## src/rtl/bnn_pkg.sv

```systemverilog
// Shared types for the binarized-network datapath: Q8.8 scalar type, its limits,
// and the fully-connected sequencer state encoding.
package bnn_pkg;

  typedef logic signed [15:0] q88_t;

  localparam q88_t Q88_MAX = 16'sh7FFF;
  localparam q88_t Q88_MIN = 16'sh8000;

  typedef enum logic [1:0] {
    IDLE  = 2'd0,
    RUN   = 2'd1,
    DRAIN = 2'd2,
    DONE  = 2'd3
  } fc_seq_state_e;

endpackage

```

## src/rtl/fc_sat_acc.sv

```systemverilog
// Combinational Q8.8 accumulate step: sum = acc + (pos ? w : -w).
// FC_SAT_EN selects saturating arithmetic; otherwise two's-complement wrap.
module fc_sat_acc
  import bnn_pkg::*;
(
  input  q88_t acc,
  input  q88_t w,
  input  logic pos,
  output q88_t sum
);

`ifdef FC_SAT_EN
  function automatic q88_t sat_neg(input q88_t x);
    return (x == Q88_MIN) ? Q88_MAX : -x;
  endfunction

  function automatic q88_t sat_add(input q88_t a, input q88_t b);
    logic signed [16:0] wide;
    wide = {a[15], a} + {b[15], b};
    if (wide > 17'sd32767)       return Q88_MAX;
    else if (wide < -17'sd32768) return Q88_MIN;
    else                         return wide[15:0];
  endfunction

  q88_t term;
  always_comb begin
    term = pos ? w : sat_neg(w);
    sum  = sat_add(acc, term);
  end
`else
  q88_t term;
  always_comb begin
    term = pos ? w : -w;
    sum  = acc + term;
  end
`endif

endmodule

```

## src/rtl/fc_sequencer.sv

```systemverilog
// Final fully-connected classifier sequencer: streams IC*OC Q8.8 weights, accumulates
// per-class scores and tracks a running argmax. FC_SAT_EN enables saturating adds.
module fc_sequencer
  import bnn_pkg::*;
#(
  parameter int IC  = 288,
  parameter int OC  = 10,
  parameter int WAW = (IC * OC > 1) ? $clog2(IC * OC) : 1,
  parameter int CW  = (OC > 1) ? $clog2(OC) : 1
) (
  input  logic          clk,
  input  logic          rst,
  input  logic          in_valid,
  output logic          in_ready,
  input  logic [IC-1:0] in_bits,
  output logic          w_rd_en,
  output logic [WAW-1:0] w_addr,
  input  logic [15:0]   w_data,
  output logic          out_valid,
  input  logic          out_ready,
  output logic [CW-1:0] out_class,
  output logic [15:0]   out_score,
  output logic          busy
);

  localparam int ICW = (IC > 1) ? $clog2(IC) : 1;
  localparam logic [WAW-1:0] ADDR_LAST = WAW'(IC * OC - 1);
  localparam logic [ICW-1:0] IC_LAST   = ICW'(IC - 1);

  fc_seq_state_e state_q, state_d;

  logic [IC-1:0]  bits_q;
  logic [ICW-1:0] ic_q;
  logic [CW-1:0]  oc_q;
  logic [WAW-1:0] addr_q;
  logic           accept;

  logic           vld_p0;
  logic           last_p0;
  logic           bit_p0;
  logic [CW-1:0]  oc_p0;

  q88_t           acc_q;
  q88_t           best_q;
  logic [CW-1:0]  best_idx_q;
  q88_t           sum_p0;

  assign accept = in_valid && (state_q == IDLE);

  always_ff @(posedge clk) begin
    if (rst) state_q <= IDLE;
    else     state_q <= state_d;
  end

  always_comb begin
    state_d = state_q;
    case (state_q)
      IDLE:    if (in_valid) state_d = RUN;
      RUN:     if (addr_q == ADDR_LAST) state_d = DRAIN;
      DRAIN:   state_d = DONE;
      DONE:    if (out_ready) state_d = IDLE;
      default: state_d = IDLE;
    endcase
  end

  assign in_ready  = (state_q == IDLE);
  assign w_rd_en   = (state_q == RUN);
  assign busy      = (state_q == RUN) || (state_q == DRAIN);
  assign out_valid = (state_q == DONE);
  assign w_addr    = addr_q;
  assign out_class = best_idx_q;
  assign out_score = best_q;

  // Address generation: row-major walk, ic fastest.
  always_ff @(posedge clk) begin
    if (rst || accept) begin
      addr_q <= '0;
      ic_q   <= '0;
      oc_q   <= '0;
    end else if (state_q == RUN) begin
      addr_q <= (addr_q == ADDR_LAST) ? '0 : addr_q + WAW'(1);
      if (ic_q == IC_LAST) begin
        ic_q <= '0;
        oc_q <= oc_q + CW'(1);
      end else begin
        ic_q <= ic_q + ICW'(1);
      end
    end
  end

  always_ff @(posedge clk) begin
    if (accept) bits_q <= in_bits;
  end

  // Stage p0: tag registered alongside the read, aligned with returning w_data.
  always_ff @(posedge clk) begin
    if (rst) vld_p0 <= 1'b0;
    else     vld_p0 <= (state_q == RUN);
  end

  always_ff @(posedge clk) begin
    last_p0 <= (ic_q == IC_LAST);
    bit_p0  <= bits_q[ic_q];
    oc_p0   <= oc_q;
  end

  fc_sat_acc u_acc (
    .acc (acc_q),
    .w   (w_data),
    .pos (bit_p0),
    .sum (sum_p0)
  );

  // Accumulate and argmax; strict compare keeps the lower index on ties.
  always_ff @(posedge clk) begin
    if (rst) begin
      acc_q      <= '0;
      best_q     <= '0;
      best_idx_q <= '0;
    end else if (vld_p0) begin
      if (last_p0) begin
        acc_q <= '0;
        if ((oc_p0 == '0) || (sum_p0 > best_q)) begin
          best_q     <= sum_p0;
          best_idx_q <= oc_p0;
        end
      end else begin
        acc_q <= sum_p0;
      end
    end
  end

endmodule

```

## config.mk

```make
export PLATFORM = sky130hd
export DESIGN_NAME = fc_sequencer
export DESIGN_NICKNAME = d
export VERILOG_FILES = /design/src/rtl/bnn_pkg.sv /design/src/rtl/fc_sat_acc.sv /design/src/rtl/fc_sequencer.sv
export SDC_FILE = /design/constraint.sdc
export NUM_CORES = 1
export LEC_CHECK = 0
export CAP_MARGIN = 15
export CORE_MARGIN = 3
export CORE_UTILIZATION = 50
export CTS_BUF_LIST = sky130_fd_sc_hd__clkbuf_16
export DETAILED_ROUTE_END_ITERATION = 10
export GPL_TIMING_DRIVEN = 0
export HOLD_SLACK_MARGIN = 0.1
export PLACE_DENSITY = 0.85
export RECOVER_POWER = 50
export SLEW_MARGIN = 20
export SYNTH_ARGS = -nofsm -noshare
export SYNTH_HDL_FRONTEND = slang
export SYNTH_SLANG_ARGS = --single-unit
```

## constraint.sdc

```tcl
create_clock -name clk -period 10.75 [get_ports clk]
set_input_delay 2.15 -clock clk [delete_from_list [all_inputs] [get_ports clk]]
set_output_delay 2.15 -clock clk [all_outputs]
set_load 0.01 [all_outputs]
```

==> results of run 1 <==
==> state kept, by name, summed over array words and instances, names as in the netlist <==
| register | flops |
|---|---|
| bits_q | 288 |
| acc_q | 16 |
| out_score | 16 |
| w_addr | 12 |
| ic_q | 9 |
| oc_p0 | 4 |
| oc_q | 4 |
| out_class | 4 |
| state_q | 2 |
| bit_p0 | 1 |
| last_p0 | 1 |
| vld_p0 | 1 |
==> final timing paths <==
kind / startpoint / endpoint
max: w_data[3] / out_score[10]$_SDFFE_PP0P_
min: oc_q[3]$_SDFFE_PP0P_ / oc_p0[3]$_DFF_P_
max reg2reg: bit_p0$_DFF_P_ / out_score[10]$_SDFFE_PP0P_
min reg2reg: oc_q[3]$_SDFFE_PP0P_ / oc_p0[3]$_DFF_P_
==> cell usage after synthesis, types with 7 or more instances <==
cell,n
buf_2,11
edfxtp_1,288
xor2_1,24
mux4_2,65
a22oi_1,7
nand2_1,27
a21o_1,10
nand4_1,10
nor2b_1,28
mux2i_1,35
ha_1,43
nand3_1,30
a211oi_1,12
nor2_1,77
dfxtp_1,70
a21oi_1,61
o21ai_0,31
nor3_1,13
inv_1,36
xnor2_1,17
nand2b_1,7
clkbuf_1,25
==> logic make-up (layout without fill, tap and decap cells) <==
logic type,count (synthesis),count (layout),synth area share
flip-flops,358,358,0.651
AND/OR/NAND/NOR,228,228,0.0743
adder cells (fa/ha/maj),44,44,0.0361
buffers and inverters,83,497,0.0247
other,0,23,0
multiplexers,104,104,0.121
AO/OA/AOI/OAI,171,171,0.0706
XOR/XNOR,41,41,0.0232
==> per-stage QoR <==
step	utilization	setup TNS, ns
2_1_floorplan	-	0
3_3_place_gp	0.645	-401.33
3_5_place_dp	0.649	0
4_1_cts	0.686	0
5_1_grt	0.686	0
6_report	0.687	0
==> routing by layer <==
layer  wire [um]  global-route usage
met1       15500               0.307
met2       22400               0.446
met3        3200              0.0569
met5          43                   0
met4        1290              0.0829
==> power by group through the flow <==
stage	combinational, mW	sequential [mW]	clock (mW)
after global routing	1.37	1.99	1.25
after detailed placement	1.28	1.98	0
final	1.25	1.96	1.18
after floorplan	0.830	2.06	0
after CTS	1.29	1.96	1.20
after global placement	1.20	2.12	0
==> area by class of cell <==
cell class,count,area (um2)
Antenna cell,23,57.6
Buffer,47,245
Timing Repair Buffer,348,3540
Inverter,36,135
Clock buffer,37,926
Sequential cell,358,10000
Tap cell,390,488
Clock inverter,29,170
Multi-Input combinational cell,588,5020
Fill cell,1973,9400
==> impl_metrics.toml, run 1 <==
[outcome]
status = "complete, but fails checks"
violations = "max-capacitance violations, max-slew violations"

[clock_network]
cts.path.max_buffers = 3
postCtsHoldBufs = 0
postCtsSetupRepairBufs = 0
cts_tree = "yes"
clk_pin_slew_ns = 0.07
htreeDepth = 2
numCtsBuffers = 36
cts_root_buf = "clkbuf_16"
cts.sinks = 358
clkLatencyLatePin_ns = 0.54
post_cts_resized = 0

[job]
cap_violations = 2

[sta]
timing.hold.ws_ns = 0.375
min_period_ns = 7.65
rsz0062_at_grt = "no"
min_period_over_period = 0.711
hold_violations = 0
setup_viol = 0
slew_violations = 73
setup_slack_ns = 3.10
max_slew.worst_pin.slew_ns = 2.93
skew_ns = 0.0226
clock.fmax_ghz = 0.131
relSlewSlack = -0.954

[routing]
drc = 0
drt_iter0_drc = 909
viasPerCell = 5.70
postRouteAntennaNets = 0
wire_per_inst_um = 22.9
routed_wirelength_mm = 42.4
dr.pass1.iters = 5
vias = 10600

[critical_path]
cp_slowest_cell = "mux2i_2"
crit_arrival_ns = 8.10
reg2reg_slack_ns = 5.27
critPathBufInv = 3
endpoint_kind = "flop"
slowest_delay_ns = 0.56
reg2regPathDepth = 19
cp.depth = 22
critical_path_required_ns = 11.21
critPathLaunchType = "primary input"
crit_top_cell = "a21oi_1"
critPathMaxFanout = 10
crit_chain = "clkdlybuf4s50_1 > nor2_1 > nor4b_1 > and4bb_2 > a21oi_1 > xor2_1 > ha_1 > clkbuf_1 > and4_1 > o21ai_0 > a31oi_1 > o21ai_0 > a21oi_1 > nor2_1 > ha_1 > nand4_1 > a2111o_1 > o211ai_1 > mux2i_2 > buf_2 > nand3_1 > a21oi_1"
path_class = "in2reg"
crit_family = "compound AO/OA/AOI/OAI gates"

[yosys]
syn_nets = 1381
yosysTopAreaCellShare = 0.560
yosysSeqAreaShare = 0.651
synth_top_area_cell = "edfxtp_1"
synth_area_leaders = "edfxtp_1 56%, mux4_2 9.5%, dfxtp_1 9.1%, ha_1 3.5%, mux2i_1 2.3%"
ys_seq_elements = 358
synthDistinctLibCells = 69
synth_area_mm2 = 0.0154
synthArstFlopShare = 0
synth_edf_count = 288
synthCells = 1029
synth_area_per_cell_um2 = 15.0
ys.flop_type = "edfxtp_1"
synth_warnings = 0

[grt]
track_usage = 0.252
grt_pass1_wl_mm = 63.2
antenna_found_initial = 24
grt_pass1_vias = 10900
grt_max_degree = 62
overflow = 0

[layout]
design_area_mm2 = 0.0206
drive_above_1_share = 0.103
synthToLayoutAreaGrowth_pct = 33.5
layout.cells.non_filler = 1856
layout_common_cells = "290 x dlygate4sd3_1, 288 x edfxtp_1, 77 x nor2_1"
layout_commonest_cell = "dlygate4sd3_1"
nNetsFinal = 1767

[power_and_ir_drop]
p_switching_mw = 1.34
p_leak_nw = 7.11
ir_drop_mv = 0.177
p_total_mw = 4.40
power_frac_clock = 0.268
combPwrFrac = 0.285
switching_share = 0.303
p_per_area_mw_per_mm2 = 213
seqPwrFrac = 0.447
p_int_mw = 3.06

[floorplan]
fp-row-count = 63
die_area_mm2 = 0.0330
start_util = 0.514
io_pins = 344
core-area_mm2 = 0.0300
dieHeight_um = 182
die_w_um = 182

[worst_hold_path]
min_path_type = "reg2reg"
whs_path_depth = 0

[placed_design]
hpwl_mm = 31.3
placed_cells = 1767
postPlaceCellArea_mm2 = 0.0195
finalWeightedCongestion = 0.849
port_buffers = 343
post-place-ws_ns = 2.64
No activity file was read; power rests on OpenSTA's default activity.
==> run 2: changes to the inputs <==
--- a/config.mk
+++ b/config.mk
@@ -7,12 +7,12 @@
 export LEC_CHECK = 0
 export CAP_MARGIN = 15
 export CORE_MARGIN = 3
-export CORE_UTILIZATION = 50
+export CORE_UTILIZATION = 46
 export CTS_BUF_LIST = sky130_fd_sc_hd__clkbuf_16
 export DETAILED_ROUTE_END_ITERATION = 10
 export GPL_TIMING_DRIVEN = 0
 export HOLD_SLACK_MARGIN = 0.1
-export PLACE_DENSITY = 0.85
+export PLACE_DENSITY = 0.83
 export RECOVER_POWER = 50
 export SLEW_MARGIN = 20
 export SYNTH_ARGS = -nofsm -noshare
==> constraint.sdc (replaced) <==
create_clock -name clk -period 6.8 [get_ports clk]
set_input_delay 1.36 -clock clk [delete_from_list [all_inputs] [get_ports clk]]
set_output_delay 1.36 -clock clk [all_outputs]
set_load 0.01 [all_outputs]
==> impl_metrics.toml, run 2 (synthesized netlist as in run 1, its figures left out) <==
[layout]
fillerInstances = 2353
regMostFlops = "bits_q"
synthToLayoutAreaGrowth_pct = 34.8
drive_above_1_share = 0.108
layout.cells.non_filler = 1901
layout_common_cells = "290 x dlygate4sd3_1, 288 x edfxtp_1, 76 x nor2_1"
layout_commonest_cell = "dlygate4sd3_1"
largest_reg_flops = 288
nNetsFinal = 1769

[sta]
setup_viol = 0
clock.fmax_ghz = 0.157
timing.hold.ws_ns = 0.372
min_period_ns = 6.37
hold_violations = 0
relSlewSlack = -0.868
slew_violations = 143
skew_ns = 0.0313
final.setup.tns_ns = 0
min_period_over_period = 0.937
max_slew.worst_pin.slew_ns = 2.80
setup_slack_ns = 0.427

[grt]
overflow = 0
grt_pass1_vias = 10900
grt_max_degree = 60
track_usage = 0.238
antenna_found_initial = 21
grt_pass1_wl_mm = 64.5

[floorplan]
dieHeight_um = 189
start_util = 0.471
io_pins = 344
die_area_mm2 = 0.0358
fp-row-count = 66
core-area_mm2 = 0.0328
die_w_um = 189

[routing]
routed_wirelength_mm = 43.3
postRouteAntennaNets = 0
drt_iter0_drc = 749
vias = 10500
viasPerCell = 5.54
dr.pass1.iters = 5
wire_per_inst_um = 22.8
drc = 0

[placed_design]
placed_cells = 1819
hpwl_mm = 32.1
port_buffers = 343
post-place-ws_ns = -0.351
finalWeightedCongestion = 0.880

[power_and_ir_drop]
p_leak_nw = 7.20
p_per_area_mw_per_mm2 = 344
p_total_mw = 7.17
ir_drop_mv = 0.322

[clock_network]
cts_tree = "yes"
cts_root_buf = "clkbuf_16"
cts.sinks = 358
clk_pin_slew_ns = 0.06
cts.path.max_buffers = 3
htreeDepth = 2
clkLatencyLatePin_ns = 0.54
numCtsBuffers = 38

[critical_path]
endpoint_kind = "flop"
reg2reg_to = "out_score[15]$_SDFFE_PP0P_"
reg2reg_slack_ns = 1.37
critPathLaunchType = "primary input"
crit_path_end = "out_score[15]$_SDFFE_PP0P_"
critical_path_required_ns = 7.20
path_class = "in2reg"
crit_arrival_ns = 6.77
r2r-start = "bit_p0$_DFF_P_"
reg2regPathDepth = 19
critPathMaxFanout = 10
crit_start = "w_data[1]"

[job]
cap_violations = 3

[worst_hold_path]
min_path_type = "reg2reg"

[outcome]
status = "complete, but fails checks"
violations = "max-capacitance violations, max-slew violations"
==> run 2: changes by cell type in the layout (fill, tap and decap cells not counted), moves of 2 or more <==
cell       delta
diode_2      -10
clkinv_1      -6
bufinv_16     +4
buf_16        -2
inv_1         +5
==> run 2: worst min-delay path by stage <==
stage                               from                to  slack, ns  cells past startpoint
CTS                 oc_q[3]$_SDFFE_PP0P_  oc_p0[3]$_DFF_P_       0.37                      0
global placement    oc_q[3]$_SDFFE_PP0P_  oc_p0[3]$_DFF_P_       0.35                      0
global route        oc_q[3]$_SDFFE_PP0P_  oc_p0[3]$_DFF_P_       0.39                      0
floorplan           oc_q[3]$_SDFFE_PP0P_  oc_p0[3]$_DFF_P_       0.34                      0
finish              oc_q[3]$_SDFFE_PP0P_  oc_p0[3]$_DFF_P_       0.37                      0
detailed placement  oc_q[3]$_SDFFE_PP0P_  oc_p0[3]$_DFF_P_       0.36                      0
==> run 2: area by class of cell <==
cell class	instances	area, um2	area share
Antenna cell	13	32.5	0.00156
Buffer	47	245	0.0118
Clock buffer	38	951	0.0457
Clock inverter	31	287	0.0138
Inverter	36	135	0.00649
Multi-Input combinational cell	588	5050	0.242
Sequential cell	358	10000	0.483
Tap cell	442	553	0.0266
Timing Repair Buffer	348	3520	0.169
==> run 2: power breakdown <==
group          leakage, nW  switching [mW]  internal, mW
registers             3.31           0.147          2.98
logic                 3.24            1.13         0.867
clock network        0.643           0.862          1.18
==> run 2: what timing repair did <==
action,4_1_cts,5_1_grt
endpoints found under the setup margin,0,20
setup buffers,0,0
hold buffers,0,0
gates resized for setup,0,7
==> run 2: stage by stage <==
| stage | util | instance area [um2] |
|---|---|---|
| final | 0.635 | 20800 |
| after global routing | 0.635 | 20800 |
| after CTS | 0.634 | 20800 |
| after detailed placement | 0.597 | 19600 |
| after global placement | 0.593 | 19400 |
| after floorplan | - | 15400 |
==> run 2: critical path: stages <==
cell and delay, ns:
clkdlybuf4s50_1 0.50, inv_1 0.10, ha_1 0.18, nand3b_1 0.10
or4_1 0.46, nor2b_1 0.19, xor2_2 0.23, ha_1 0.29
a21oi_1 0.24, nor3b_1 0.09, a21oi_1 0.24, a31oi_1 0.15
o21ai_1 0.22, and3_1 0.27, nor2_1 0.07, ha_1 0.32
nand4_1 0.17, a2111o_1 0.43, o211ai_1 0.20, mux2_2 0.40
clkbuf_1 0.24, o211ai_1 0.23, o41ai_1 0.09
==> run 2: layer usage <==
metal,vias to the layer above,wire length [um],track usage,share of wire
li1,4779,-,-,-
met1,5167,16200,0.288,0.37
met2,478,22600,0.431,0.52
met3,89,3170,0.0528,0.073
met4,12,1210,0.0682,0.028
met5,-,72,0,0.0017
